### src/rtl/frame_sync_pkg.sv
// Shared types and helpers for the serial frame synchroniser.
package frame_sync_pkg;

  typedef enum logic [1:0] {
    HUNT   = 2'd0,
    VERIFY = 2'd1,
    LOCKED = 2'd2
  } state_e;

  function automatic int payload_len(input int frame_len, input int pat_w);
    return frame_len - pat_w;
  endfunction

endpackage

### src/rtl/sync_pattern_matcher.sv
// Bit history and fill tracking; flags when the newest PAT_W bits equal the pattern.
module sync_pattern_matcher #(
  parameter int PAT_W = 4
) (
  input  logic             clk,
  input  logic             rst_n,
  input  logic             en,
  input  logic             in,
  input  logic [PAT_W-1:0] pattern,
  output logic             match
);

  localparam int FILL_W = $clog2(PAT_W);
  localparam logic [FILL_W-1:0] FILL_MAX = FILL_W'(PAT_W - 1);

  logic [PAT_W-2:0] hist_r;
  logic [FILL_W-1:0] fill_r;
  logic [PAT_W-1:0] window_s;

  assign window_s = {hist_r, in};

  // shift in accepted bits; fill saturates so a full window is known to exist
  always_ff @(posedge clk or negedge rst_n) begin
    if (!rst_n) begin
      hist_r <= '0;
      fill_r <= '0;
    end else if (en) begin
      hist_r <= window_s[PAT_W-2:0];
      if (fill_r != FILL_MAX) begin
        fill_r <= fill_r + FILL_W'(1);
      end
    end
  end

  assign match = (window_s == pattern) && (fill_r == FILL_MAX);

endmodule

### src/rtl/frame_sync_controller.sv
// Frame synchroniser: hunt, verify and flywheel lock on a repeating sync pattern,
// tagging payload bits with their index while locked.
module frame_sync_controller
  import frame_sync_pkg::*;
#(
  parameter int PAT_W     = 4,
  parameter int FRAME_LEN = 16,
  parameter int LOCK_CNT  = 2,
  parameter int MISS_CNT  = 2,
  parameter int IDX_W     = $clog2(FRAME_LEN)
) (
  input  logic             clk,
  input  logic             rst_n,
  input  logic             en,
  input  logic             in,
  input  logic [PAT_W-1:0] pattern,
  output logic             sync_hit,
  output logic             locked,
  output logic             payload_valid,
  output logic             payload_bit,
  output logic [IDX_W-1:0] bit_idx,
  output logic             frame_start
);

  localparam int HIT_W  = $clog2(LOCK_CNT + 1);
  localparam int MISS_W = $clog2(MISS_CNT + 1);
  localparam logic [IDX_W-1:0]  POS_LAST  = IDX_W'(FRAME_LEN - 1);
  localparam logic [IDX_W-1:0]  PAY_END   = IDX_W'(payload_len(FRAME_LEN, PAT_W));
  localparam logic [HIT_W-1:0]  LOCK_LAST = HIT_W'(LOCK_CNT - 1);
  localparam logic [MISS_W-1:0] MISS_LAST = MISS_W'(MISS_CNT - 1);

  state_e            state_r;
  logic [IDX_W-1:0]  pos_r;
  logic [HIT_W-1:0]  hit_cnt_r;
  logic [MISS_W-1:0] miss_cnt_r;
  logic              match_s;

  sync_pattern_matcher #(
    .PAT_W(PAT_W)
  ) u_matcher (
    .clk    (clk),
    .rst_n  (rst_n),
    .en     (en),
    .in     (in),
    .pattern(pattern),
    .match  (match_s)
  );

  // lock state machine, frame position, counters and registered outputs
  always_ff @(posedge clk or negedge rst_n) begin
    if (!rst_n) begin
      state_r       <= HUNT;
      pos_r         <= '0;
      hit_cnt_r     <= '0;
      miss_cnt_r    <= '0;
      sync_hit      <= 1'b0;
      locked        <= 1'b0;
      payload_valid <= 1'b0;
      payload_bit   <= 1'b0;
      bit_idx       <= '0;
      frame_start   <= 1'b0;
    end else begin
      sync_hit      <= 1'b0;
      payload_valid <= 1'b0;
      frame_start   <= 1'b0;
      if (en) begin
        case (state_r)
          HUNT: begin
            if (match_s) begin
              sync_hit  <= 1'b1;
              pos_r     <= '0;
              hit_cnt_r <= HIT_W'(1);
              if (LOCK_CNT == 1) begin
                state_r    <= LOCKED;
                locked     <= 1'b1;
                miss_cnt_r <= '0;
              end else begin
                state_r <= VERIFY;
              end
            end
          end
          VERIFY: begin
            if (pos_r == POS_LAST) begin
              pos_r <= '0;
              if (match_s) begin
                sync_hit  <= 1'b1;
                hit_cnt_r <= hit_cnt_r + HIT_W'(1);
                if (hit_cnt_r == LOCK_LAST) begin
                  state_r    <= LOCKED;
                  locked     <= 1'b1;
                  miss_cnt_r <= '0;
                end
              end else begin
                state_r   <= HUNT;
                hit_cnt_r <= '0;
              end
            end else begin
              pos_r <= pos_r + IDX_W'(1);
            end
          end
          LOCKED: begin
            if (pos_r < PAY_END) begin
              payload_valid <= 1'b1;
              payload_bit   <= in;
              bit_idx       <= pos_r;
              frame_start   <= (pos_r == {IDX_W{1'b0}});
            end
            // position wraps on hit or miss so frame timing survives a bad sync
            if (pos_r == POS_LAST) begin
              pos_r <= '0;
              if (match_s) begin
                sync_hit   <= 1'b1;
                miss_cnt_r <= '0;
              end else if (miss_cnt_r == MISS_LAST) begin
                state_r    <= HUNT;
                locked     <= 1'b0;
                miss_cnt_r <= '0;
                hit_cnt_r  <= '0;
              end else begin
                miss_cnt_r <= miss_cnt_r + MISS_W'(1);
              end
            end else begin
              pos_r <= pos_r + IDX_W'(1);
            end
          end
          default: begin
            state_r <= HUNT;
            locked  <= 1'b0;
          end
        endcase
      end
    end
  end

endmodule

### config.mk
export PLATFORM = sky130hd
export DESIGN_NAME = frame_sync_controller
export DESIGN_NICKNAME = d
export VERILOG_FILES = /design/src/rtl/frame_sync_pkg.sv /design/src/rtl/sync_pattern_matcher.sv /design/src/rtl/frame_sync_controller.sv
export SDC_FILE = /design/constraint.sdc
export NUM_CORES = 1
export LEC_CHECK = 0
export ABC_AREA = 1
export BUFFER_PORTS_ARGS = -buffer_cell sky130_fd_sc_hd__buf_4
export CAP_MARGIN = 5
export CELL_PAD_IN_SITES_DETAIL_PLACEMENT = 1
export CELL_PAD_IN_SITES_GLOBAL_PLACEMENT = 2
export CORE_ASPECT_RATIO = 0.9
export CORE_MARGIN = 2
export CORE_UTILIZATION = 37
export DETAILED_ROUTE_END_ITERATION = 8
export HOLD_SLACK_MARGIN = 0.1
export PLACE_DENSITY_LB_ADDON = 0.15
export SLEW_MARGIN = 20
export SYNTH_ARGS = -nofsm -noshare
export SYNTH_HDL_FRONTEND = slang
export SYNTH_SLANG_ARGS = --single-unit
### constraint.sdc
create_clock -name clk -period 2.55 [get_ports clk]
set_clock_uncertainty 0.1 [all_clocks]
set_input_delay 0.51 -clock clk [delete_from_list [all_inputs] [get_ports clk]]
set_output_delay 0.51 -clock clk [all_outputs]
set_load 0.05 [all_outputs]
==> results.cfg <==
[synthesis]
ys.flop_type = dfrtp_1
ys_warn_count = 0
yosysMostFrequentCell = nand2_1
syn_nets = 176
synth_common_cells = nand2_1 (32), dfrtp_1 (24), inv_1 (21)
synth.avg_cell_area_um2 = 8.55
mappedNetlistArea_mm2 = 0.00136
yosysSeqAreaShare_pct = 44.2
synth_top_cell_by_area = dfrtp_1
synth_cell_types = 28
yosysTopAreaCellShare_pct = 44.2
synthArstFlopShare_pct = 100
postSynthCellCount = 159
synth-seq-cells = 24
synth_edf_count = 0
synthTopCellsByArea = dfrtp_1 (44%), nand2_1 (8.8%), ha_1 (8.3%)

[floorplan]
die_h_um = 61.5
start_util_pct = 39.3
io-pin-count = 17
die_area_mm2 = 0.00417
core_mm2 = 0.00345
fp.dieW_um = 67.9
fp-row-count = 20

[drt]
wire_per_inst_um = 12.9
drcViolationCount = 0
drtIter0Drc = 20
vias_per_cell = 4.79
postRouteAntennaNets = 0
vias = 1073
wl_um = 2890
firstDrtPassIters = 4

[critical_path]
crit_path_cell_trace = inv_1 > ha_1 > inv_1 > nor2_1 > inv_1 > nor2_1 > nor2_4 > nand2_2 > nand2_1 > nand2_1
cp_slowest_cell = dfrtp_1
path_class = flop to flop
crit_fanout = 6
cp-start-kind = flop
cp_top_family = simple AND/OR/NAND/NOR gates
cp_num_buf_inv = 3
crit_top_cell = inv_1
critPathArrivalTime_ps = 1960
cp.required_ps = 2660
slowest_delay_ps = 420
critPathCaptureType = flop

[cells_and_area]
stdcell_area_mm2 = 0.00160
regArea_um2 = 601
drive_above_1_share_pct = 22.2
final_util_pct = 46.3
fin_nets = 198
multi_input_area_um2 = 661
fillers = 419
diodes = 0
areaGrowthSynthToFinish_pct = 17.7

[timing]
layout_min_cycle_time_ps = 1850
fmax_ghz = 0.540
period_share_pct = 72.6
hold_violations = 0
setup_viol = 0
slew_violations = 0
setup_tns_ps = 0
max_slew_margin_pct = 71.4
rsz0062_at_grt = no
worst_pin_slew_ps = 424

[clocking]
cts_tree = done
cts_buffers = 3
htreeDepth = 1
clock_latency_ps = 270
clk_pin_slew_ps = 90
post-cts-setup-buffer-count = 0
root_buffer = clkbuf_8
cts_sinks = 24
clock_path_buffers = 2

[pwr]
irDropWorstVdd_v = 0.000455
swShare_pct = 41.8
total_leakage_power_nw = 0.775
netSwitchingPower_uw = 591
power_density_mw_per_mm2 = 885
comb_power_share_pct = 42.7
clkPwrFrac_pct = 18.5
cell_internal_pwr_uw = 824
seqPwrFrac_pct = 38.8
power_mw = 1.41

[global_routing]
grt.total_usage_pct = 16.5
grt_first_pass_wirelength_um = 5080
overflow = 0
antenna_found_initial = 0
grt_max_degree = 25
grt_pass1_vias = 1135

[placed_design]
port_buffers = 16
placed_area_mm2 = 0.00153
routabilityCongestion = 0.769
place_hpwl_um = 2280

[job]
maxCapViolCount = 0

[min_path]
hold_path_class = flop to flop

[status]
outcome = completed
## power groups by stage
stage	clock, mW	combinational (mW)	sequential, mW
3_3_place_gp	0	0.590	0.551
5_1_grt	0.286	0.678	0.566
6_report	0.262	0.604	0.549
2_1_floorplan	0	0.368	0.631
3_5_place_dp	0	0.610	0.560
4_1_cts	0.275	0.615	0.552
## cells by family (layout without fill, tap and decap cells)
kind of cell,count (synthesis),in the layout,synth area share [%]
simple gates,72,72,26.3
buf+inv,26,47,7.18
compound gates,24,24,11.2
flops,24,24,44.2
fa+ha+maj,9,9,8.29
xor+xnor,3,3,1.93
mux,1,1,0.829
## per-layer routing
layer	GRT usage (%)	vias to the layer above	wire, um
li1	-	539	-
met1	20.2	522	1350
met2	29.0	8	1460
met3	3.29	4	54
met4	6.00	0	32
met5	0	-	0
## placed cells by master, fill, tap and decap left out, types with 3 or more instances in the layout
| cell type | netlist | layout |
|---|---|---|
| inv_1 | 21 | 21 |
| nand2_1 | 32 | 32 |
| nand3_1 | 6 | 6 |
| nor3_1 | 3 | 3 |
| nor2_1 | 15 | 15 |
| o21ai_1 | 9 | 9 |
| ha_1 | 9 | 9 |
| nand2_2 | 5 | 5 |
| o21ai_0 | 10 | 10 |
| dfrtp_1 | 24 | 24 |
| nor2_4 | 4 | 4 |
| buf_4 | 0 | 16 |
| inv_2 | 4 | 4 |
| clkbuf_8 | 0 | 4 |
## stage by stage
step	hold slack, ps	instances	setup WS, ps
2_1_floorplan	114	159	1000
3_3_place_gp	326	219	787
3_5_place_dp	333	219	717
4_1_cts	394	224	691
5_1_grt	398	224	484
6_report	390	224	698
## path summary, 6_finish.rpt
kind / startpoint / endpoint / slack [ps] / depth (start not counted)
worst min-delay path: payload_bit / payload_bit / 390 / 2
max in group asynchronous: rst_n / pos_r[0] / 1530 / 2
worst max-delay path: state_r[1] / state_r[1] / 700 / 10
worst max register to register: state_r[1] / state_r[1] / 700 / 10
min in group asynchronous: rst_n / u_matcher.hist_r[1] / 580 / 2
worst min register to register: payload_bit / payload_bit / 390 / 2
## registers in the layout, summed over array words and instances (netlist names)
signal,cells
locked,1
hit_cnt_r,2
sync_hit,1
state_r,2
payload_bit,1
miss_cnt_r,2
u_matcher.hist_r,3
pos_r,4
payload_valid,1
u_matcher.fill_r,2
bit_idx,4
frame_start,1
## what timing repair did
action,in CTS,in global routing
hold buffers,1,0
endpoints found under the hold margin,24,0
resized for setup,0,0
## cell type report
type | instances | area share, %
Tap cell | 44 | 3.44
Multi-Input combinational cell | 109 | 41.3
Timing Repair Buffer | 17 | 8.14
Inverter | 26 | 6.10
Clock buffer | 4 | 3.44
Sequential cell | 24 | 37.6
## tightest hold or removal path: cells and delay by family (launching register included)
| kind | cells | cell delay (ps) |
|---|---|---|
| simple gates | 1 | 50 |
| compound gates | 1 | 60 |
| flops | 1 | 350 |
Note: power is estimated with default switching activity, not from simulation.
